===== src/rtl/tile_grid_renderer.sv =====
// Board register file, 3-stage rounded-tile pixel classifier and sequential clear engine.
// Optional TILE_GRID_SHADOW_EN: writes/clears target a shadow board copied to the front on frame start.
module tile_grid_renderer #(
  parameter int GRID_N    = 4,
  parameter int BLOCK_DIM = 64,
  parameter int MARGIN    = 10,
  parameter int X_OFF     = 40,
  parameter int Y_OFF     = 0,
  parameter int RADIUS    = 3,
  parameter int VAL_W     = 4,
  parameter int COORD_W   = 10,
  localparam int IDX_W    = (GRID_N > 1) ? $clog2(GRID_N) : 1
) (
  input  logic               iCLK,
  input  logic               iRST,
  input  logic [COORD_W-1:0] iPX,
  input  logic [COORD_W-1:0] iPY,
  input  logic               iPX_VALID,
  input  logic               iWR_EN,
  input  logic [IDX_W-1:0]   iWR_ROW,
  input  logic [IDX_W-1:0]   iWR_COL,
  input  logic [VAL_W-1:0]   iWR_VAL,
  input  logic [IDX_W-1:0]   iRD_ROW,
  input  logic [IDX_W-1:0]   iRD_COL,
  output logic [VAL_W-1:0]   oRD_VAL,
  input  logic               iCLEAR,
  output logic               oBUSY,
  input  logic               iFRAME_START,
  output logic               oVALID,
  output logic               oHIT,
  output logic [VAL_W-1:0]   oCLASS
);

  localparam int CELLS  = GRID_N * GRID_N;
  localparam int CNT_W  = (CELLS > 1) ? $clog2(CELLS) : 1;
  localparam int PITCH  = BLOCK_DIM + MARGIN;
  localparam int PROD_W = 2 * COORD_W;

  typedef enum logic {ST_IDLE = 1'b0, ST_CLEAR = 1'b1} state_e;

  function automatic logic [COORD_W-1:0] span_start(input int off, input int k);
    return COORD_W'(off + MARGIN + k * PITCH);
  endfunction

  function automatic logic in_span(input logic [COORD_W-1:0] p, input int off, input int k);
    return (p >= span_start(off, k)) && (p <= span_start(off, k) + COORD_W'(BLOCK_DIM - 1));
  endfunction

  function automatic logic [CNT_W-1:0] cell_idx(input logic [IDX_W-1:0] r, input logic [IDX_W-1:0] c);
    return CNT_W'(r) * CNT_W'(GRID_N) + CNT_W'(c);
  endfunction

  state_e             state_q, state_d;
  logic [CNT_W-1:0]   clr_idx_q, clr_idx_d;
  logic               clr_we_s, usr_we_s, busy_s;
  logic [VAL_W-1:0]   wr_board_q [CELLS];
  logic [VAL_W-1:0]   rd_val_q;
  logic [VAL_W-1:0]   px_cell_s;

  logic               col_hit_s, row_hit_s;
  logic [IDX_W-1:0]   col_s, row_s;
  logic [COORD_W-1:0] rx_s, ry_s;
  logic               s1_valid_q, s1_col_hit_q, s1_row_hit_q;
  logic [IDX_W-1:0]   s1_col_q, s1_row_q;
  logic [COORD_W-1:0] s1_rx_q, s1_ry_q;

  logic               left_s, right_s, top_s, bot_s, corner_s, keep_s;
  logic [COORD_W-1:0] dx_s, dy_s;
  logic [PROD_W-1:0]  dsq_s;
  logic               s2_valid_q, s2_hit_q;
  logic [VAL_W-1:0]   s2_val_q;

  logic               out_valid_q, out_hit_q;
  logic [VAL_W-1:0]   out_class_q;

  assign busy_s   = (state_q == ST_CLEAR);
  assign usr_we_s = iWR_EN && !busy_s && !iCLEAR;

  // Clear engine state register
  always_ff @(posedge iCLK) begin
    if (iRST) begin
      state_q   <= ST_IDLE;
      clr_idx_q <= '0;
    end else begin
      state_q   <= state_d;
      clr_idx_q <= clr_idx_d;
    end
  end

  // Clear engine next state: walk every cell once, then return to idle
  always_comb begin
    state_d   = state_q;
    clr_idx_d = clr_idx_q;
    clr_we_s  = 1'b0;
    case (state_q)
      ST_IDLE: begin
        if (iCLEAR) begin
          state_d   = ST_CLEAR;
          clr_idx_d = '0;
        end else begin
          state_d   = ST_IDLE;
        end
      end
      ST_CLEAR: begin
        clr_we_s = 1'b1;
        if (clr_idx_q == CNT_W'(CELLS - 1)) begin
          state_d   = ST_IDLE;
          clr_idx_d = '0;
        end else begin
          clr_idx_d = clr_idx_q + CNT_W'(1);
        end
      end
      default: begin
        state_d   = ST_IDLE;
        clr_idx_d = '0;
      end
    endcase
  end

  // Writable board: clear engine has priority, user writes only while idle
  always_ff @(posedge iCLK) begin
    if (iRST) begin
      for (int k = 0; k < CELLS; k++) wr_board_q[k] <= '0;
    end else if (clr_we_s) begin
      wr_board_q[clr_idx_q] <= '0;
    end else if (usr_we_s) begin
      wr_board_q[cell_idx(iWR_ROW, iWR_COL)] <= iWR_VAL;
    end
  end

  // Registered read port (old data on same-cycle write)
  always_ff @(posedge iCLK) begin
    if (iRST) rd_val_q <= '0;
    else      rd_val_q <= wr_board_q[cell_idx(iRD_ROW, iRD_COL)];
  end

`ifdef TILE_GRID_SHADOW_EN
  logic [VAL_W-1:0] front_q [CELLS];
  logic             pending_q;
  logic             copy_s;

  assign copy_s = !busy_s && (iFRAME_START || pending_q);

  // Front board refresh; a frame start during a clear waits for the clear to finish
  always_ff @(posedge iCLK) begin
    if (iRST) begin
      for (int k = 0; k < CELLS; k++) front_q[k] <= '0;
      pending_q <= 1'b0;
    end else if (copy_s) begin
      front_q   <= wr_board_q;
      pending_q <= 1'b0;
    end else if (iFRAME_START) begin
      pending_q <= 1'b1;
    end
  end

  assign px_cell_s = front_q[cell_idx(s1_row_q, s1_col_q)];
`else
  logic unused_frame_s;
  assign unused_frame_s = iFRAME_START;
  assign px_cell_s      = wr_board_q[cell_idx(s1_row_q, s1_col_q)];
`endif

  // S1 decode: parallel compares against each column/row span
  always_comb begin
    col_hit_s = 1'b0;
    row_hit_s = 1'b0;
    col_s     = '0;
    row_s     = '0;
    rx_s      = '0;
    ry_s      = '0;
    for (int k = 0; k < GRID_N; k++) begin
      col_hit_s = col_hit_s | in_span(iPX, X_OFF, k);
      col_s     = in_span(iPX, X_OFF, k) ? IDX_W'(k) : col_s;
      rx_s      = in_span(iPX, X_OFF, k) ? (iPX - span_start(X_OFF, k)) : rx_s;
      row_hit_s = row_hit_s | in_span(iPY, Y_OFF, k);
      row_s     = in_span(iPY, Y_OFF, k) ? IDX_W'(k) : row_s;
      ry_s      = in_span(iPY, Y_OFF, k) ? (iPY - span_start(Y_OFF, k)) : ry_s;
    end
  end

  // S2 corner rule: distance from the inner corner-circle centre
  always_comb begin
    left_s   = s1_rx_q < COORD_W'(RADIUS);
    right_s  = s1_rx_q >= COORD_W'(BLOCK_DIM - RADIUS);
    top_s    = s1_ry_q < COORD_W'(RADIUS);
    bot_s    = s1_ry_q >= COORD_W'(BLOCK_DIM - RADIUS);
    dx_s     = left_s ? (COORD_W'(RADIUS) - s1_rx_q) : (s1_rx_q - COORD_W'(BLOCK_DIM - 1 - RADIUS));
    dy_s     = top_s  ? (COORD_W'(RADIUS) - s1_ry_q) : (s1_ry_q - COORD_W'(BLOCK_DIM - 1 - RADIUS));
    dsq_s    = PROD_W'(dx_s) * PROD_W'(dx_s) + PROD_W'(dy_s) * PROD_W'(dy_s);
    corner_s = (left_s || right_s) && (top_s || bot_s);
    keep_s   = !corner_s || (dsq_s <= PROD_W'(RADIUS * RADIUS));
  end

  // Three pipeline register stages
  always_ff @(posedge iCLK) begin
    if (iRST) begin
      s1_valid_q   <= 1'b0;
      s1_col_hit_q <= 1'b0;
      s1_row_hit_q <= 1'b0;
      s1_col_q     <= '0;
      s1_row_q     <= '0;
      s1_rx_q      <= '0;
      s1_ry_q      <= '0;
      s2_valid_q   <= 1'b0;
      s2_hit_q     <= 1'b0;
      s2_val_q     <= '0;
      out_valid_q  <= 1'b0;
      out_hit_q    <= 1'b0;
      out_class_q  <= '0;
    end else begin
      s1_valid_q   <= iPX_VALID;
      s1_col_hit_q <= col_hit_s;
      s1_row_hit_q <= row_hit_s;
      s1_col_q     <= col_s;
      s1_row_q     <= row_s;
      s1_rx_q      <= rx_s;
      s1_ry_q      <= ry_s;
      s2_valid_q   <= s1_valid_q;
      s2_hit_q     <= s1_col_hit_q && s1_row_hit_q && keep_s;
      s2_val_q     <= px_cell_s;
      out_valid_q  <= s2_valid_q;
      out_hit_q    <= s2_valid_q && s2_hit_q;
      out_class_q  <= (s2_valid_q && s2_hit_q) ? s2_val_q : '0;
    end
  end

  assign oRD_VAL = rd_val_q;
  assign oBUSY   = busy_s;
  assign oVALID  = out_valid_q;
  assign oHIT    = out_hit_q;
  assign oCLASS  = out_class_q;

endmodule


===== config.mk =====
export PLATFORM = sky130hd
export DESIGN_NAME = tile_grid_renderer
export DESIGN_NICKNAME = d
export VERILOG_FILES = /design/src/rtl/tile_grid_renderer.sv
export SDC_FILE = /design/constraint.sdc
export NUM_CORES = 1
export LEC_CHECK = 0
export ABC_AREA = 1
export CORE_AREA = 2 2 123 173
export DETAILED_ROUTE_END_ITERATION = 8
export DIE_AREA = 0 0 125 175
export GPL_TIMING_DRIVEN = 0
export PLACE_DENSITY = 0.83
export SLEW_MARGIN = 20
export SYNTH_ARGS = -nofsm -noshare
export SYNTH_HDL_FRONTEND = slang
export SYNTH_SLANG_ARGS = --single-unit
export TNS_END_PERCENT = 5

===== constraint.sdc =====
create_clock -name iCLK -period 15.8 [get_ports iCLK]
set_input_delay 1.58 -clock iCLK [delete_from_list [all_inputs] [get_ports iCLK]]
set_output_delay 1.58 -clock iCLK [all_outputs]
set_load 0.005 [all_outputs]

==> flow_summary.toml, run 1 <==
[route]
drc_errors = 0
drtPass1Iterations = 6
drtAntennaViolNets = 0
wl_per_cell_um = 18.3
via_per_inst = 5.78
num_vias = 11400
routed_wl_um = 36200
first_iter_violations = 729

[floorplanning]
die_area_mm2 = 0.0219
fp-row-count = 62
io_pins = 49
die_w_um = 125
start_util = 0.638
core-area_mm2 = 0.0203
die_h_um = 175

[sta]
drv_slew = 0
slew_headroom = 0.394
setup-tns-final_ps = 0
period_needed_ps = 8050
max_freq_ghz = 0.124
setup_violations = 0
skew_ps = 7.46
rsz0062_at_grt = "no"
hold_viol = 0
tightest_slew_ps = 910
post-route-period-util = 0.510

[global_routing]
grt_pass1_vias = 11900
grt_antenna_before_repair = 0
grt_pass1_wl_um = 58500
grt_max_degree = 19
gr-usage-all-layers = 0.343
grt_overflow_total = 0

[run_status]
status = "complete, no violations"

[synthesis]
syn_area_per_cell_um2 = 7.81
yosys.area.top_type = "fa_1"
yosys_warnings = 0
synth_edf_count = 64
synth_seq_cells = 112
synth_top_cells_by_area = "fa_1 20%, edfxtp_1 15%, ha_1 11%"
netlist_instances = 1660
synth_area_mm2 = 0.0130
seq_area_frac_synth = 0.222
ys_async_sr_fraction = 0
ys_dominant_reg_cell = "edfxtp_1"
synth_cell_types = 58
yosysTopAreaCellShare = 0.201
synth_fp_nets = 1940

[cts]
cts_made_buffers = 9
cts.clk_slew.worst_paths_ps = 80
postCtsHoldBufs = 0
htree_levels = 3
cts_tree = "done"
post_cts_buffers = 0
worst_skew_pair.late_latency_ps = 360
clockRootBuffer = "clkbuf_16"
clock_sinks = 112
cts_resized = 0
clock_path_buffers = 2

[critical_path]
cp-end-kind = "register"
startpoint_type = "register"
crit_path_top_delay_cell = "xor2_1"
crit_family = "adder cells"
cp_common_cell = "fa_1"
critPathMaxStageDelay_ps = 560
r2r_slack_ps = 7750
crit_buf_inv = 6
cp.required_ps = 16070
path_max_fanout = 10
worstSetupPathType = "register to register"
cp.arrival_ps = 8330

[place]
hpwl_um = 30200
portBuffers = 40
gp_congestion = 0.949

[run]
maxCapViolations = 0

[final_layout]
n_antenna_cell = 0
final_cell_mix = "339 x inv_1, 224 x nand2_1, 217 x nor2_1"
drive_gt1_frac = 0.0408
finish.net_count = 1991
areaGrowthSynthToFinish_pct = 8.03
layout_commonest_cell = "inv_1"

[min_path]
hp-class = "register to register"
==> metrics by stage <==
stage / instances / util / setup WS, ps / hold WS, ps / area, um2
after floorplan: 1660 / - / 8920 / 388 / 13000
after global placement: 1956 / 0.673 / 7980 / 396 / 13700
after detailed placement: 1956 / 0.673 / 7880 / 405 / 13700
after CTS: 1972 / 0.689 / 7820 / 417 / 14000
after global routing: 1972 / 0.689 / 7370 / 435 / 14000
final: 1972 / 0.689 / 7750 / 412 / 14000
==> routing by layer <==
| layer | wire length, um | part of all wire | GRT usage |
|---|---|---|---|
| met5 | 0 | 0 | 0 |
| met4 | 3240 | 0.089 | 0.268 |
| met3 | 1610 | 0.045 | 0.0349 |
| met2 | 19500 | 0.54 | 0.656 |
| met1 | 11800 | 0.33 | 0.329 |
==> synthesized netlist by cell type, drive strengths merged, types with 2 or more instances <==
library cell	number
inv	352
nand2	230
nor2	226
fa	130
ha	112
o21ai	109
a21oi	95
nand3	79
edfxtp	64
dfxtp	48
xor2	38
clkbuf	36
o211ai	25
nand4	23
nor3	16
xnor2	9
buf	8
or2	8
a31oi	6
clkinv	6
o21a	4
o22ai	4
o31ai	4
a211oi	3
a41oi	3
nand3b	3
o2111ai	3
o311ai	3
o41ai	3
a22oi	2
o21bai	2
==> tightest hold or removal path: stages, from the launching register on <==
cell and delay [ps]:
dfxtp_1 300, inv_1 40, nor2_1 30
==> state kept, by name, summed over array words and instances (netlist names) <==
register and cells:
s1_col_q 2, s1_row_q 2, s2_valid_q 1, s1_ry_q 10, oCLASS 4, oBUSY 1, oVALID 1, oHIT 1
oRD_VAL 4, s2_val_q 4, s1_rx_q 10, wr_board_q 64, s2_hit_q 1, s1_row_hit_q 1, s1_col_hit_q 1, clr_idx_q 4
s1_valid_q 1
==> cell type report <==
| class | count | area, um2 |
|---|---|---|
| multi-input cells | 1146 | 8560 |
| fillers | 1750 | 6320 |
| flip-flops and latches | 112 | 2880 |
| inverters | 358 | 1340 |
| repair buffers | 40 | 400 |
| well taps | 256 | 320 |
| clock buffers | 10 | 229 |
| plain buffers | 44 | 176 |
| clock inverters | 6 | 91.3 |
==> worst paths after layout <==
path                    from    endpoint  cells after the start
setup / recovery  s1_ry_q[2]    s2_hit_q                     30
hold / removal    s1_valid_q  s2_valid_q                      2
setup reg to reg  s1_ry_q[2]    s2_hit_q                     30
hold reg to reg   s1_valid_q  s2_valid_q                      2
==> cells by family (layout without fill, tap and decap cells) <==
group | after synthesis | in the layout | share of synthesized area
flip-flops | 112 | 112 | 0.222
AO/OA/AOI/OAI | 269 | 269 | 0.118
adder cells (fa/ha/maj) | 242 | 242 | 0.309
buffers and inverters | 402 | 458 | 0.117
multiplexers | 1 | 1 | 0.000772
AND/OR/NAND/NOR | 587 | 587 | 0.199
XOR/XNOR | 47 | 47 | 0.0338
Power of run 1 is left out: the tool's default activity adds up to more than one toggle a clock period on the data nets, which glitch-free logic cannot reach.
==> run 2: changes to the inputs <==
--- a/config.mk
+++ b/config.mk
@@ -6,11 +6,11 @@
 export NUM_CORES = 1
 export LEC_CHECK = 0
 export ABC_AREA = 1
-export CORE_AREA = 2 2 123 173
+export CORE_AREA = 2 2 130 182
 export DETAILED_ROUTE_END_ITERATION = 8
-export DIE_AREA = 0 0 125 175
+export DIE_AREA = 0 0 132 184
 export GPL_TIMING_DRIVEN = 0
-export PLACE_DENSITY = 0.83
+export PLACE_DENSITY = 0.78
 export SLEW_MARGIN = 20
 export SYNTH_ARGS = -nofsm -noshare
 export SYNTH_HDL_FRONTEND = slang
==> constraint.sdc (replaced) <==
create_clock -name iCLK -period 6.9 [get_ports iCLK]
set_input_delay 0.69 -clock iCLK [delete_from_list [all_inputs] [get_ports iCLK]]
set_output_delay 0.69 -clock iCLK [all_outputs]
set_load 0.005 [all_outputs]
==> flow_summary.toml, run 2 (synthesized netlist as in run 1, its figures left out) <==
[final_layout]
num-fill-cells = 1825
layout_commonest_cell = "inv_1"
final_cell_mix = "326 x inv_1, 207 x nand2_1, 187 x nor2_1"
n_antenna_cell = 0
largest_register_ffs = 64
regMostFlops = "wr_board_q"
top_regs = "wr_board_q x64, s1_rx_q x10, s1_ry_q x10"
drive_gt1_frac = 0.136
finish.net_count = 2046
areaGrowthSynthToFinish_pct = 16.5

[cts]
htree_levels = 3
clock_path_buffers = 2
clock_sinks = 112
cts_made_buffers = 9
postCtsHoldBufs = 0
cts.clk_slew.worst_paths_ps = 80
clockRootBuffer = "clkbuf_16"
cts_tree = "done"
worst_skew_pair.late_latency_ps = 360

[route]
via_per_inst = 5.70
drc_errors = 0
drtPass1Iterations = 7
drtAntennaViolNets = 0
first_iter_violations = 819
routed_wl_um = 40300
wl_per_cell_um = 19.4
num_vias = 11800

[floorplanning]
die_w_um = 132
die_area_mm2 = 0.0243
io_pins = 49
core-area_mm2 = 0.0225
die_h_um = 184
fp-row-count = 65
start_util = 0.575

[critical_path]
reg2reg_depth = 28
cp-end-kind = "register"
cp-startpoint = "s1_rx_q[2]"
r2r_start = "s1_rx_q[2]"
cp_common_cell = "fa_1"
startpoint_type = "register"
cp.required_ps = 7180
worstSetupPathType = "register to register"
path_max_fanout = 6
crit_path_top_delay_cell = "fa_1"
critPathMaxStageDelay_ps = 660
cp.arrival_ps = 7580

[global_routing]
grt_max_degree = 20
grt_overflow_total = 0
grt_pass1_vias = 12500
grt_pass1_wl_um = 62500
grt_antenna_before_repair = 0
gr-usage-all-layers = 0.331

[sta]
layout_setup_ws_ps = -400
tightest_slew_ps = 899
post-route-period-util = 1.06
holdWs_ps = 406
max_freq_ghz = 0.137
slew_headroom = 0.401
drv_slew = 0
skew_ps = 8.15
hold_viol = 0
setup_violations = 1
period_needed_ps = 7300
rsz0062_at_grt = "yes"

[place]
gp_congestion = 0.964
hpwl_um = 30100
portBuffers = 40

[run_status]
status = "finished, violations left"
violations = "negative setup slack"

[min_path]
whs_path_depth = 2
hp-class = "register to register"
hp-start = "s1_valid_q"

[run]
maxCapViolations = 0
## run 2: changes by cell type in the layout (fill, tap and decap cells not counted), moves of 9 or more
cell,change
buf_4,+46
dfxtp_1,-9
inv_1,-13
a21oi_1,-10
ha_4,+10
nor2_1,-30
nor2_2,+14
ha_1,-12
a21oi_2,+9
nand2_2,+13
nand2_1,-17
nor2_4,+16
## run 2: final cells by class
class | count | area, um2 | share of cell area
multi-input cells | 1146 | 9120 | 0.604
flip-flops and latches | 112 | 2900 | 0.192
well taps | 301 | 377 | 0.0249
inverters | 358 | 1380 | 0.0911
repair buffers | 95 | 865 | 0.0573
clock inverters | 6 | 52.6 | 0.00348
plain buffers | 44 | 186 | 0.0123
clock buffers | 10 | 229 | 0.0152
## run 2: worst max-delay path, delay by kind of cell, from the launching register on
kind / cells / cell delay [ps]
flip-flops: 1 / 370
AO/OA/AOI/OAI: 3 / 510
XOR/XNOR: 1 / 290
buffers and inverters: 5 / 590
AND/OR/NAND/NOR: 10 / 1510
adder cells (fa/ha/maj): 9 / 3950
## run 2: path summary, 6_finish.rpt
check / slack, ps / to
max: -400 / s2_hit_q
min: 410 / s2_valid_q
max reg2reg: -400 / s2_hit_q
min reg2reg: 410 / s2_valid_q
## run 2: per-stage QoR
stage / util / setup slack (ps) / TNS, ps / cells / instance area [um2]
floorplan: - / 18.0 / 0 / 1660 / 13000
global route: 0.670 / -613 / -613 / 2072 / 15100
global placement: 0.610 / -1140 / -1140 / 2001 / 13700
CTS: 0.660 / 0.771 / 0 / 2059 / 14900
finish: 0.670 / -400 / -400 / 2072 / 15100
detailed placement: 0.610 / -1170 / -1170 / 2001 / 13700
## run 2: repair_timing
item / 4_1_cts / 5_1_grt
pin swaps: 48 / 28
resized for setup: 133 / 40
buffers inserted: 42 / 13
endpoints found under the setup margin: 1 / 1
endpoints found under the hold margin: 0 / 0
## run 2: metal layers
metal | GRT usage | up-vias | share of wire
met4 | 0.240 | 0 | 0.082
met2 | 0.651 | 525 | 0.55
met5 | 0 | - | 0
met1 | 0.316 | 5613 | 0.33
met3 | 0.0331 | 204 | 0.045
li1 | - | 5470 | -
Power of run 2 is left out for the same reason.
